<file path="config.mk">
export PLATFORM = sky130hd
export DESIGN_NAME = mem_stage
export DESIGN_NICKNAME = d
export VERILOG_FILES = /design/src/rtl/mem_stage.sv
export SDC_FILE = /design/constraint.sdc
export NUM_CORES = 1
export LEC_CHECK = 0
export BUFFER_PORTS_ARGS = -buffer_cell sky130_fd_sc_hd__buf_2
export CAP_MARGIN = 0
export CORE_UTILIZATION = 45
export CTS_CLUSTER_DIAMETER = 80
export DETAILED_ROUTE_END_ITERATION = 8
export GPL_TIMING_DRIVEN = 1
export PLACE_DENSITY = 0.78
export REMOVE_ABC_BUFFERS = 1
export SLEW_MARGIN = 10
export SYNTH_ARGS = -nofsm -noshare
export SYNTH_HDL_FRONTEND = slang
export SYNTH_SLANG_ARGS = --single-unit
</file>
<file path="constraint.sdc">
create_clock -name clk -period 4.1 [get_ports clk]
set_input_delay 0.205 -clock clk [delete_from_list [all_inputs] [get_ports clk]]
set_output_delay 0.205 -clock clk [all_outputs]
set_load 0.1 [all_outputs]
</file>
<file path="src/rtl/mem_stage.sv">
// Memory-access pipeline stage: issues word loads/stores over a req/ack bus,
// stalls upstream while an access is outstanding, and feeds the MEM/WB register.
module mem_stage #(
  parameter int TIMEOUT = 16
) (
  input  logic        clk,
  input  logic        rst_n,
  input  logic [31:0] alu_out_m,
  input  logic [31:0] write_data_m,
  input  logic [4:0]  writereg_m,
  input  logic        RegWrite_in,
  input  logic        MemtoReg_in,
  input  logic        MemWrite_in,
  input  logic [31:0] mem_rdata,
  input  logic        mem_ack,
  output logic        mem_req,
  output logic        mem_we,
  output logic [31:0] mem_addr,
  output logic [31:0] mem_wdata,
  output logic [31:0] alu_res,
  output logic [31:0] mem_data,
  output logic [4:0]  writereg,
  output logic        RegWrite_out,
  output logic        MemtoReg_out,
  output logic        stall_m,
  output logic        addr_err,
  output logic        bus_err
);

  localparam int CW = (TIMEOUT > 1) ? $clog2(TIMEOUT) : 1;
  localparam logic [CW-1:0] TO_LAST = CW'(TIMEOUT - 1);

  typedef enum logic [1:0] {IDLE, WAIT, DONE} state_t;

  state_t        state_reg, state_next;
  logic          mem_req_reg, mem_we_reg;
  logic [31:0]   mem_addr_reg, mem_wdata_reg;
  logic [31:0]   alu_reg, data_reg;
  logic [4:0]    wr_reg;
  logic          rw_reg, mtr_reg, to_reg;
  logic [CW-1:0] cnt_reg;

  logic mem_op, misaligned, start, timeout_hit;

  assign mem_op      = MemtoReg_in | MemWrite_in;
  assign misaligned  = alu_out_m[1:0] != 2'b00;
  assign start       = (state_reg == IDLE) && mem_op && !misaligned;
  assign timeout_hit = (state_reg == WAIT) && !mem_ack && (cnt_reg == TO_LAST);

  assign mem_req   = mem_req_reg;
  assign mem_we    = mem_we_reg;
  assign mem_addr  = mem_addr_reg;
  assign mem_wdata = mem_wdata_reg;

  // State register
  always_ff @(posedge clk or negedge rst_n) begin
    if (!rst_n) state_reg <= IDLE;
    else        state_reg <= state_next;
  end

  // Next-state logic
  always_comb begin
    state_next = state_reg;
    case (state_reg)
      IDLE:    if (start) state_next = WAIT;
      WAIT:    if (mem_ack || timeout_hit) state_next = DONE;
      DONE:    state_next = IDLE;
      default: state_next = IDLE;
    endcase
  end

  // Bus registers and the instruction context held across the access
  always_ff @(posedge clk or negedge rst_n) begin
    if (!rst_n) begin
      mem_req_reg   <= 1'b0;
      mem_we_reg    <= 1'b0;
      mem_addr_reg  <= '0;
      mem_wdata_reg <= '0;
      alu_reg       <= '0;
      data_reg      <= '0;
      wr_reg        <= '0;
      rw_reg        <= 1'b0;
      mtr_reg       <= 1'b0;
      to_reg        <= 1'b0;
      cnt_reg       <= '0;
    end else begin
      case (state_reg)
        IDLE: begin
          if (start) begin
            mem_req_reg   <= 1'b1;
            mem_we_reg    <= MemWrite_in;
            mem_addr_reg  <= {alu_out_m[31:2], 2'b00};
            mem_wdata_reg <= write_data_m;
            alu_reg       <= alu_out_m;
            wr_reg        <= writereg_m;
            rw_reg        <= RegWrite_in;
            mtr_reg       <= MemtoReg_in;
            to_reg        <= 1'b0;
            cnt_reg       <= '0;
          end
        end
        WAIT: begin
          if (mem_ack) begin
            data_reg    <= mtr_reg ? mem_rdata : 32'h0;
            mem_req_reg <= 1'b0;
            mem_we_reg  <= 1'b0;
          end else if (cnt_reg == TO_LAST) begin
            data_reg    <= 32'h0;
            to_reg      <= 1'b1;
            mem_req_reg <= 1'b0;
            mem_we_reg  <= 1'b0;
          end else begin
            cnt_reg <= cnt_reg + 1'b1;
          end
        end
        DONE:    to_reg <= 1'b0;
        default: ;
      endcase
    end
  end

  // Outputs to MEM/WB and the hazard unit; stalled cycles always inject a bubble
  always_comb begin
    alu_res      = alu_out_m;
    writereg     = writereg_m;
    RegWrite_out = 1'b0;
    MemtoReg_out = 1'b0;
    mem_data     = 32'h0;
    stall_m      = 1'b0;
    addr_err     = 1'b0;
    bus_err      = 1'b0;
    case (state_reg)
      IDLE: begin
        if (!mem_op)         RegWrite_out = RegWrite_in;
        else if (misaligned) addr_err     = 1'b1;
        else                 stall_m      = 1'b1;
      end
      WAIT: begin
        alu_res  = alu_reg;
        writereg = wr_reg;
        stall_m  = 1'b1;
      end
      DONE: begin
        alu_res      = alu_reg;
        writereg     = wr_reg;
        MemtoReg_out = mtr_reg;
        mem_data     = data_reg;
        RegWrite_out = rw_reg & ~to_reg;
        bus_err      = to_reg;
      end
      default: ;
    endcase
    if (!rst_n) begin
      stall_m      = 1'b0;
      RegWrite_out = 1'b0;
      addr_err     = 1'b0;
    end
  end

endmodule

</file>
-- Word-level counts from Yosys, hierarchy flattened
Cells that the tools add are included.
- $add $sub $neg: 1
- eq/ne operators: 9
- muxes and demuxes: 36
- bitwise gates (word level): 3
- reductions and logical operators: 19
- operator list (cell ; count):
    $mux 32 ; 5
    $mux 1 ; 18
    $mux 4 ; 3
    $pmux 1 s2 ; 4
    $pmux 4 s2 ; 1
    $reduce_and 4->1 ; 2
    $ne 2x2->1 const B ; 3
    $reduce_and 2->1 ; 3
    $reduce_bool 2->1 ; 3
    $mux 5 ; 1
    $add 4x1->4 const B ; 1
    $eq 4x4->1 const B ; 1
    $logic_and 1x1->1 ; 4
    $mux 2 ; 2
    $ne 2x1->1 const B ; 2
    $pmux 2 s2 ; 1
    $ne 3x2->1 const B ; 1
    $pmux 1 s3 ; 1
    $reduce_and 3->1 ; 1
    $reduce_bool 3->1 ; 1
    $eq 2x1->1 const B ; 1
    $eq 2x2->1 const B ; 1
    $logic_not 1->1 ; 2
    $logic_not 2->1 ; 1
    other kinds (5) ; 5
- bits in registers: 142
- input port bits: 107
- output and inout bits: 140

-- Depth between registers and ports, before layout
- depth after elaboration: 6
- gate-level depth with buffers: 8
- mapped depth without buffers: 6

-- Worst setup path before layout
No wires, ideal clock.
- path kind: register to output
- start point: register state_reg[0]
- end point: output addr_err
- data arrival time: 3126 ps
- setup slack: 769 ps
- stages on the path, launching flop included: 5
- cells stage by stage: dfrtp_1 > inv_1 > ha_1 > o21ai_1 > nor3b_1
- word-level cells in the longest chain between the ends: 3
- ends and longest elaborated chain (element ; RTL line ; source):
    start: declaration ; 35 ; state_t state_reg, state_next;
    start signal: assignment ; 58 ; else state_reg <= state_next;
    $logic_not 2->1 ; 132 ; case (state_reg)
    $mux 1 ; 132 ;
    $mux 1 ; 153 ; if (!rst_n) begin
    end: declaration ; 26 ; output logic addr_err,
No other way between the ends.

-- Final worst setup path
- start point: register state_reg[0]
- end point: output RegWrite_out
- word-level cells in the longest chain between the ends: 3
- elaborated cells between the ends (all ways): 4
- classes of those cells: eq/ne: 1; mux: 2; reduce/logical: 1
- ends and longest elaborated chain (element ; RTL line ; source):
    $eq 2x2->1 / $logic_not 2->1 (equally long branches) ; 132 ;
    $pmux 1 s2 (*) ; 132 ;
    $mux 1 (*) ; 153 ;
    end: declaration ; 23 ; output logic RegWrite_out,
Mark *: on every way between the ends. The rest lies on a longest branch, timed or not.

==> flow_summary.toml <==
[die]
io_pins = 247
die_area_um2 = 12100
rows = 39
design.core.area_um2 = 11400
initial_core_util = 0.461
die_h_um = 110
die_width_um = 110

[detailed_routing]
routed_via_density = 5.00
antenna_left = 0
drt-total-wl_um = 13000
vias = 4424
detail_route.wl_per_cell_um = 14.6
drt_iter0_drc = 192
drc = 0
dr.pass1.iters = 4

[setup_path]
cp_max_fo = 35
cp_slowest_cell = "ha_1"
crit_chain = "inv_1, ha_1, nand3b_1, a21boi_0, buf_2"
crit_type = "reg2out"
r2r_end = "cnt_reg[1]"
startpoint_type = "flop"
r2r-start = "cnt_reg[0]"
cp_slowest_stage_delay_ns = 0.75
arrival_ns = 2.58
path_buf_inv = 2
rrSetupSlack_ns = 1.50
reg2regPathDepth = 5
cpLargestDelayFamily = "adder cells"
endpoint_kind = "output port"
crit_required_ns = 3.89

[sta]
min_period_over_period = 0.680
rsz0062_at_grt = "no"
fin_hold_ws_ns = 0.0425
finalHoldViolCount = 0
tightestPinTransition_ns = 1.23
fmax_mhz = 359
max_slew_margin = 0.177
clock_skew_ns = 0.00710
setup_violations = 0
tns_ns = 0
min_period_ns = 2.79
finalMaxSlewViolations = 0
worst_slack_ns = 1.31

[cells_and_area]
seq_area_um2 = 2800
area_growth_pct = 26.1
antennaDiodeCount = 0
nNetsFinal = 850
fillers = 972
drive_gt1_frac = 0.410
final_cell_count_no_fill = 885
multi_input_area_um2 = 2060

[clock_network]
htreeDepth = 3
root_buffer = "clkbuf_16"
tritoncts = "done"
clkLatencyLatePin_ns = 0.35
cts_sinks = 112
path_clk_slew_ns = 0.07
postCtsSetupRepairBufs = 0
clock_path_buffers = 2
numCtsBuffers = 9
cts_resized = 0

[place]
placed_cells = 868
port_buffers = 244
gp_congestion = 0.801
dp_hpwl_um = 9290
dp_slack_ns = 1.52

[run]
maxCapViolCount = 0

[synth]
avgSynthCellArea_um2 = 9.77
synth.top_cell.area_share = 0.532
ys_seq_elements = 112
synthTopCellsByArea = "dfrtp_1, nand2_1, mux2_2"
synthCells = 539
ys_warn_count = 0
syn_area_um2 = 5270
yosysTopAreaCell = "dfrtp_1"
netlist-cell-type-count = 34
ys_seq_area_frac = 0.532

[global_routing]
grt_pass1_wl_um = 19700
overflow = 0
grt_max_degree = 71
grt_usage = 0.214
antenna_found_initial = 0
grt_pass1_vias = 4141

[run_status]
status = "finished clean"

[min_path]
worstHoldPathType = "in2reg"
holdPathStages = 3
holdCritStartpoint = "write_data_m[26]"
hold_end = "mem_wdata[26]"
## through the flow
step,util,cell area [um2]
5_1_grt,0.581,6640
3_5_place_dp,0.552,6310
4_1_cts,0.581,6640
6_report,0.581,6640
2_1_floorplan,-,4870
3_3_place_gp,0.552,6310
## cell families after synthesis
group,synth area share
buf+inv,0.0768
simple gates,0.216
compound gates,0.0789
other cells,0.000712
mux,0.0813
fa+ha+maj,0.0143
flops,0.532
## cell type report
class,instances,share of cell area
clock buffer,9,0.0339
clock inverter,7,0.0143
inverter,2,0.00113
multi-input combinational,363,0.311
sequential,112,0.422
tap,143,0.0270
timing repair buffer,249,0.190
## timing repair
item / 4_1_cts / 5_1_grt
endpoints found under the hold margin: 52 / 0
hold buffers: 1 / 0
endpoints found under the setup margin: 0 / 0
## worst reg2reg max path: stages (launching register included)
cell      delay [ns]
dfrtp_1         0.41
ha_1            0.24
a31oi_1         0.23
nand2b_1        0.98
o21ai_1         0.33
a32o_1          0.31
## per-layer routing
metal	track usage	share of wire
met2	0.352	0.48
met1	0.266	0.42
met4	0.0921	0.020
met3	0.0547	0.083
met5	0	0
## cell usage in the layout, fill, tap and decap left out, drive strengths merged, types with 4 or more instances in the layout
master / Yosys / layout
ha: 6 / 6
nand2b: 4 / 4
a22o: 33 / 33
o21ai: 6 / 6
nand2: 212 / 212
and2: 37 / 37
mux2: 38 / 38
clkbuf: 4 / 9
dfrtp: 112 / 112
buf: 59 / 248
## worst max-delay path by stage
stage / startpoint / endpoint / slack (ns) / cells after the start
2_1_floorplan: state_reg[0] / RegWrite_out / 0.59 / 4
3_3_place_gp: cnt_reg[0] / cnt_reg[1] / 1.71 / 5
5_1_grt: state_reg[0] / RegWrite_out / 1.08 / 5
4_1_cts: state_reg[0] / RegWrite_out / 1.29 / 5
6_report: state_reg[0] / RegWrite_out / 1.31 / 5
3_5_place_dp: cnt_reg[0] / cnt_reg[1] / 1.52 / 5
## Yosys cell counts
cell type and number:
a21boi_0 1, a21o_1 1, a22o_1 33, a31oi_1 2, a32o_1 1, and2_1 37
and3_1 1, buf_2 26, buf_4 32, buf_6 1, clkbuf_1 4, conb_1 1
dfrtp_1 112, ha_1 6, inv_1 2, mux2_2 38, nand2_1 212, nand2b_1 4
nand3_1 2, nand3b_1 1, nor2_1 2, nor2b_1 2, nor3_1 2, nor3_4 1
nor3b_1 1, nor4_1 1, o21a_1 1, o21ai_0 4, o21ai_1 2, o22a_1 1
o2bb2ai_1 1, o31a_1 1, o31ai_1 2, o32a_1 1
Power is left out: the tool's default activity adds up to more than one toggle a clock period on the data nets, which glitch-free logic cannot reach.
